===== src/rtl/mutton_bill_accum.sv =====
// Order-billing stage: prices 3-bit item codes, accumulates total/count, emits one held bill per checkout.
// Optional feature: define BILL_DISCOUNT_EN to subtract DISC_AMOUNT from totals at/above DISC_THRESH.
module mutton_bill_accum #(
    parameter int TOTAL_W     = 16,
    parameter int MAX_ITEMS   = 15,
    parameter int CNT_W       = 4,
    parameter int DISC_THRESH = 2000,
    parameter int DISC_AMOUNT = 100
) (
    input  logic               clk_i,
    input  logic               rst_n_i,
    input  logic               item_valid_i,
    output logic               item_ready_o,
    input  logic [2:0]         item_code_i,
    input  logic               checkout_i,
    output logic               bill_valid_o,
    input  logic               bill_ready_i,
    output logic [TOTAL_W-1:0] bill_total_o,
    output logic [CNT_W-1:0]   bill_items_o,
    output logic               bill_err_o
);

    typedef enum logic [1:0] {
        IDLE   = 2'd0,
        ACCUM  = 2'd1,
        REPORT = 2'd2
    } state_e;

    localparam logic [CNT_W-1:0]   MAX_CNT  = CNT_W'(MAX_ITEMS);
    localparam logic [TOTAL_W-1:0] DISC_THR = TOTAL_W'(DISC_THRESH);
    localparam logic [TOTAL_W-1:0] DISC_AMT = TOTAL_W'(DISC_AMOUNT);
`ifdef BILL_DISCOUNT_EN
    localparam bit DISC_EN = 1'b1;
`else
    localparam bit DISC_EN = 1'b0;
`endif

    state_e             state_q, state_d;
    logic [TOTAL_W-1:0] acc_q, acc_d;
    logic [CNT_W-1:0]   cnt_q, cnt_d;
    logic               err_q, err_d;

    logic               xfer;
    logic               priced;
    logic [TOTAL_W:0]   price;
    logic [TOTAL_W:0]   sum;
    logic [TOTAL_W-1:0] total_rep;

    assign item_ready_o = (state_q != REPORT) && (cnt_q < MAX_CNT);
    assign xfer         = item_valid_i && item_ready_o;

    always_comb begin
        price  = '0;
        priced = 1'b0;
        unique0 case (item_code_i)
            3'b000: begin price = (TOTAL_W+1)'(1000); priced = 1'b1; end
            3'b101: begin price = (TOTAL_W+1)'(600);  priced = 1'b1; end
            3'b110: begin price = (TOTAL_W+1)'(200);  priced = 1'b1; end
            3'b111: begin price = (TOTAL_W+1)'(100);  priced = 1'b1; end
        endcase
    end

    // One extra bit catches overflow so the accumulator can pin at all-ones.
    assign sum = {1'b0, acc_q} + price;

    always_comb begin
        if (DISC_EN && (acc_q >= DISC_THR)) begin
            total_rep = acc_q - DISC_AMT;
        end else begin
            total_rep = acc_q;
        end
    end

    always_comb begin
        state_d      = state_q;
        acc_d        = acc_q;
        cnt_d        = cnt_q;
        err_d        = err_q;
        bill_valid_o = 1'b0;
        bill_total_o = '0;
        bill_items_o = '0;
        bill_err_o   = 1'b0;

        if (xfer) begin
            if (priced) begin
                cnt_d = cnt_q + 1'b1;
                if (sum[TOTAL_W]) begin
                    acc_d = '1;
                    err_d = 1'b1;
                end else begin
                    acc_d = sum[TOTAL_W-1:0];
                end
            end else begin
                err_d = 1'b1;
            end
        end

        case (state_q)
            IDLE: begin
                if (xfer) begin
                    state_d = checkout_i ? REPORT : ACCUM;
                end
            end
            ACCUM: begin
                if (checkout_i) begin
                    state_d = REPORT;
                end
            end
            REPORT: begin
                bill_valid_o = 1'b1;
                bill_total_o = total_rep;
                bill_items_o = cnt_q;
                bill_err_o   = err_q;
                if (bill_ready_i) begin
                    state_d = IDLE;
                    acc_d   = '0;
                    cnt_d   = '0;
                    err_d   = 1'b0;
                end
            end
            default: state_d = IDLE;
        endcase
    end

    always_ff @(posedge clk_i) begin
        if (!rst_n_i) begin
            state_q <= IDLE;
            acc_q   <= '0;
            cnt_q   <= '0;
            err_q   <= 1'b0;
        end else begin
            state_q <= state_d;
            acc_q   <= acc_d;
            cnt_q   <= cnt_d;
            err_q   <= err_d;
        end
    end

endmodule


===== config.mk =====
export PLATFORM = sky130hd
export DESIGN_NAME = mutton_bill_accum
export DESIGN_NICKNAME = d
export VERILOG_FILES = /design/src/rtl/mutton_bill_accum.sv
export SDC_FILE = /design/constraint.sdc
export NUM_CORES = 1
export LEC_CHECK = 0
export ABC_AREA = 0
export BUFFER_PORTS_ARGS = -buffer_cell sky130_fd_sc_hd__buf_2
export CAP_MARGIN = 10
export CORE_MARGIN = 1.5
export CORE_UTILIZATION = 35
export DETAILED_ROUTE_END_ITERATION = 8
export HOLD_SLACK_MARGIN = 0.03
export PLACE_DENSITY = 0.63
export SLEW_MARGIN = 5
export SYNTH_ARGS = -nofsm -noshare
export SYNTH_HDL_FRONTEND = slang
export SYNTH_SLANG_ARGS = --single-unit

===== constraint.sdc =====
create_clock -name clk_i -period 2.9 [get_ports clk_i]
set_clock_uncertainty 0.1 [all_clocks]
set_input_delay 0 -clock clk_i [delete_from_list [all_inputs] [get_ports clk_i]]
set_output_delay 0 -clock clk_i [all_outputs]
set_load 0.05 [all_outputs]

-- Yosys cells after proc, flatten, opt, wreduce, memory -nomap -nowiden
Index checks and enable logic that the tools add are counted.
- register bits after elaboration: 23
- bits of input ports: 8
- output and inout bits: 23
- logic and storage cells: 47
- add/subtract/negate cells: 2
- order comparisons: 1
- equality and inequality tests: 9
- multiplexer cells: 25
- reduce and logical (&&, ||, !) cells: 6
- operators with widths (kind ; number):
    16-bit two-way mux ; 6
    10-bit one-hot mux with 4 select lines ; 1
    4-bit two-way mux ; 5
    16-bit by 17-bit adder with 17-bit output ; 1
    3-bit equality test (second input constant) ; 3
    1-bit two-way mux ; 8
    2-bit two-way mux ; 4
    2-bit != test (second input constant) ; 4
    2-bit one-hot mux with 3 select lines ; 1
    4-bit by 1-bit adder with 4-bit output (second input constant) ; 1
    4-bit less-than comparator (second input constant) ; 1
    4-bit OR reduction ; 1
    3-bit zero test ; 1
    3-bit AND reduction ; 1
    2-bit by 1-bit equality test with 1-bit output (second input constant) ; 1
    2-bit equality test (second input constant) ; 1
    1-bit logical AND ; 2
    2-bit zero test ; 1

-- Longest topological paths before layout
- word-level depth: 8
- depth in mapped cells: 11
- mapped depth without buffers: 9

-- Worst setup path after synthesis
Ideal clock, no wire load.
- kind: input -> register
- start point: in item_code_i[1]
- end point: reg acc_q[14]
- setup time: 115 ps
- data arrival time: 2077 ps
- data required time: 2685 ps
- path slack: 608 ps
- stages: 10
- buffers on the path: 1
- path through: buf_6 or3_4 o21ai_0 nand2b_1 fa_1 a211oi_1 o21a_1 a2111oi_0 mux2i_1 nand2_1
- word-level cells in the longest chain between the ends: 8
- elaborated cells on any way between the ends: 13
- those cells by class: add/sub (1); eq/ne (3); mux (7); reduce/logical (2)
- RTL lines (element ; line ; source):
    start: declaration ; 14 ; input logic [2:0] item_code_i,
    3-bit equality test or 3-bit zero test (tied branches) ; 55 ; unique0 case (item_code_i)
    10-bit one-hot mux with 4 select lines ; 55 ;
    16-bit by 17-bit adder with 17-bit output ; 64 ; assign sum = {1'b0, acc_q} + price;
    16-bit two-way mux ; 87 ; if (sum[TOTAL_W]) begin
    16-bit two-way mux * ; 85 ; if (priced) begin
    16-bit two-way mux * ; 84 ; if (xfer) begin
    16-bit two-way mux ; 114 ; if (bill_ready_i) begin
    16-bit two-way mux * ; 98 ; case (state_q)
    end signal: assignment ; 128 ; acc_q <= '0;
    end signal: assignment ; 133 ; acc_q <= acc_d;
    end: declaration ; 39 ; logic [TOTAL_W-1:0] acc_q, acc_d;
Mark *: on every way between the ends. The rest lies on a longest branch, timed or not.
A chain may end at the register's enable or synchronous reset.

-- Final worst setup path
- start point: reg acc_q[2]
- end point: reg err_q
- word-level cells in the longest chain between the ends: 6
- RTL lines (element ; line ; source):
    16-bit by 17-bit adder with 17-bit output * ; 64 ;
    1-bit two-way mux * ; 87 ;
    1-bit two-way mux * ; 85 ;
    1-bit two-way mux * ; 84 ;
    1-bit two-way mux ; 114 ;
    1-bit two-way mux * ; 98 ;
    end signal: assignment ; 135 ; err_q <= err_d;
    end: declaration ; 41 ; logic err_q, err_d;
Marks and branches as above.

==> impl_metrics.env <==
export IMPL_clk_latency_ns=0.27
export IMPL_placed_area_sq_um=1760
export IMPL_syn_mean_instance_area_sq_um=8.20
export IMPL_die_area_sq_um=4880
export IMPL_vias_per_cell=5.29
export IMPL_cts_tree="done"
export IMPL_seq_area_frac_synth_pct=29.4
export IMPL_drive_above_1_share_pct=20.4
export IMPL_overflow=0
export IMPL_synthTopCellsByArea="dfxtp_1 (29%), and2_1 (8.4%), ha_1 (7.2%)"
export IMPL_leakage_uw=0.000870
export IMPL_rows=24
export IMPL_ys_seq_elements=23
export IMPL_finalCritPeriodShare_pct=82.2
export IMPL_arrival_ns=2.44
export IMPL_tightest_slew_ns=0.676
export IMPL_switching_share_pct=31.5
export IMPL_clkPwrFrac_pct=28.9
export IMPL_p_per_area_nw_per_um2=386
export IMPL_path_delay_family="compound AO/OA/AOI/OAI gates"
export IMPL_cts_root_buf="clkbuf_8"
export IMPL_synth_cell_type_count=45
export IMPL_netlist_area_sq_um=1570
export IMPL_setup_worst_path_end_class="register"
export IMPL_final_nets=244
export IMPL_post_cts_resized=0
export IMPL_syn_inst=191
export IMPL_fin_crit_ns=2.38
export IMPL_grt_max_degree=22
export IMPL_relSlewSlack_pct=54.8
export IMPL_portBuffers=30
export IMPL_report_final_hold_viol_count=0
export IMPL_clkTransAtPathRegs_ns=0.09
export IMPL_synth_nets=209
export IMPL_pin_count=31
export IMPL_ant_nets=0
export IMPL_path_class="register to register"
export IMPL_synth_top_area_share_pct=29.4
export IMPL_pwr_share_seq_pct=47.7
export IMPL_async_flop_share_pct=0
export IMPL_drcViolationCount=0
export IMPL_die_w_um=69.9
export IMPL_die_y_um=69.9
export IMPL_num_vias=1465
export IMPL_final_max_slew_violation_count=0
export IMPL_start_kind="register"
export IMPL_synth_edff_count=0
export IMPL_status="completed"
export IMPL_grt_pass1_wl_mm=6.47
export IMPL_clock_sinks=23
export IMPL_seq_area_sq_um=460
export IMPL_yosys_warnings=0
export IMPL_fmax_ghz=0.420
export IMPL_antenna_found_initial=0
export IMPL_combinationalPowerShare_pct=23.4
export IMPL_ir_worst_vdd_uv=216
export IMPL_power_switching_uw=226
export IMPL_setup_viol=0
export IMPL_cp_max_fo=10
export IMPL_yosysMostFrequentCell="dfxtp_1"
export IMPL_layout_area_overhead_vs_synth_pct=18.7
export IMPL_h_tree_depth=1
export IMPL_tns_ns=0
export IMPL_grt_pass1_vias=1396
export IMPL_core_region_area_sq_um=4320
export IMPL_synth_ff_type="dfxtp_1"
export IMPL_grt_usage_pct=16.2
export IMPL_place_congestion=0.809
export IMPL_wl_per_cell_um=13.2
export IMPL_cp_cell_sequence="ha_1, fa_1, a211oi_1, o21a_1, a211oi_1, buf_4, a211oi_1, nor3_1"
export IMPL_hp_class="input port to register"
export IMPL_firstDrtPassIters=4
export IMPL_intPower_uw=491
export IMPL_yosysTopAreaCell="dfxtp_1"
export IMPL_crit_top_cell="a211oi_1"
export IMPL_rsz0062_at_grt="no"
export IMPL_cpPeakStageDelay_ns=0.43
export IMPL_cap_violations=0
export IMPL_cts_buffer_depth=2
export IMPL_synth_common_cells="dfxtp_1 (23), and2_1 (21), nor2_1 (19)"
export IMPL_postRouteWirelength_mm=3.65
export IMPL_numCtsBuffers=3
export IMPL_drt_initial_drc_count=34
export IMPL_hpwl_mm=2.66
export IMPL_cp_required_ns=2.95
export IMPL_n_antenna_cell=0
export IMPL_start_util_pct=36.2
export IMPL_design_area_sq_um=1860
export IMPL_nFillCells=451
export IMPL_cpMaxStageDelayCell="fa_1"
export IMPL_multi_input_area_sq_um=1040
export IMPL_path_buf_inv=1
==> tightest hold or removal path, delay by kind of cell <==
family	cells	cell delay (ns)
buffers and inverters	1	0.09
AO/OA/AOI/OAI	2	0.31
AND/OR/NAND/NOR	1	0.04
==> path summary, 6_finish.rpt <==
path,cells after the start,slack (ns),endpoint,start
setup / recovery,8,0.52,err_q$_SDFF_PN0_,acc_q[2]$_SDFF_PN0_
hold / removal,4,0.1,acc_q[8]$_SDFF_PN0_,bill_ready_i
setup reg to reg,8,0.52,err_q$_SDFF_PN0_,acc_q[2]$_SDFF_PN0_
hold reg to reg,2,0.36,acc_q[0]$_SDFF_PN0_,acc_q[0]$_SDFF_PN0_
==> power by group through the flow <==
stage                     sequential, uW  clock (uW)  combinational [uW]
after CTS                            343         214                 167
final                                342         208                 168
after global routing                 345         219                 185
after detailed placement             350           0                 161
after floorplan                      345           0                 127
after global placement               350           0                 161
==> final cells by class <==
| class | instances | area share, % |
|---|---|---|
| Sequential cell | 23 | 24.8 |
| Timing Repair Buffer | 38 | 12.0 |
| Clock inverter | 1 | 0.269 |
| Inverter | 5 | 1.08 |
| Tap cell | 52 | 3.50 |
| Clock buffer | 3 | 2.22 |
| Multi-Input combinational cell | 155 | 56.2 |
==> layout by cell type, fill, tap and decap left out, types with 4 or more instances in the layout <==
cell / instances
xor2_1: 4
and2_1: 21
xnor2_1: 8
nand2_1: 11
buf_2: 30
o21ai_0: 11
a21oi_1: 12
dfxtp_1: 23
nor3_1: 10
ha_1: 9
inv_1: 4
nor2_1: 19
a211oi_1: 4
nand3_1: 5
dlygate4sd3_1: 5
and3_1: 4
a21o_1: 4
==> through the flow <==
step           std cells  util, %  setup WS (ns)  power (uW)  hold slack, ns
3_5_place_dp         268     40.7          0.410         511          0.0918
4_1_cts              277     43.0          0.552         723          0.0983
2_1_floorplan        191        -          0.608         472         -0.0207
5_1_grt              277     43.0          0.374         750           0.136
3_3_place_gp         268     40.7          0.464         511          0.0892
6_report             277     43.0          0.517         718          0.0995
==> layer usage <==
| metal | global-route usage, % | wire, um | up-vias | share of wire (%) |
|---|---|---|---|---|
| li1 | - | - | 755 | - |
| met1 | 20.9 | 1730 | 679 | 47 |
| met2 | 27.3 | 1730 | 27 | 47 |
| met3 | 2.45 | 140 | 4 | 3.8 |
| met4 | 5.77 | 51 | 0 | 1.4 |
| met5 | 0 | 0 | - | 0 |
==> registers in the layout, summed over array words and instances, names as in the netlist <==
name / count
err_q: 1
acc_q: 16
state_q: 2
cnt_q: 4
==> logic make-up after synthesis <==
kind of cell               Yosys count  synth area share, %
AOI/OAI and AO/OA                   51                 23.7
DFF                                 23                 29.4
and+or+nand+nor                     81                 27.2
buffers and inverters               13                 3.92
adders and majority gates           10                 8.47
xor gates and xnor gates            12                 6.71
muxes                                1                0.640
==> what timing repair did <==
action,in CTS,in global routing
hold buffers,5,0
setup buffers,0,0
endpoints found under the hold margin,3,0
No activity file was read; power rests on OpenSTA's default activity.
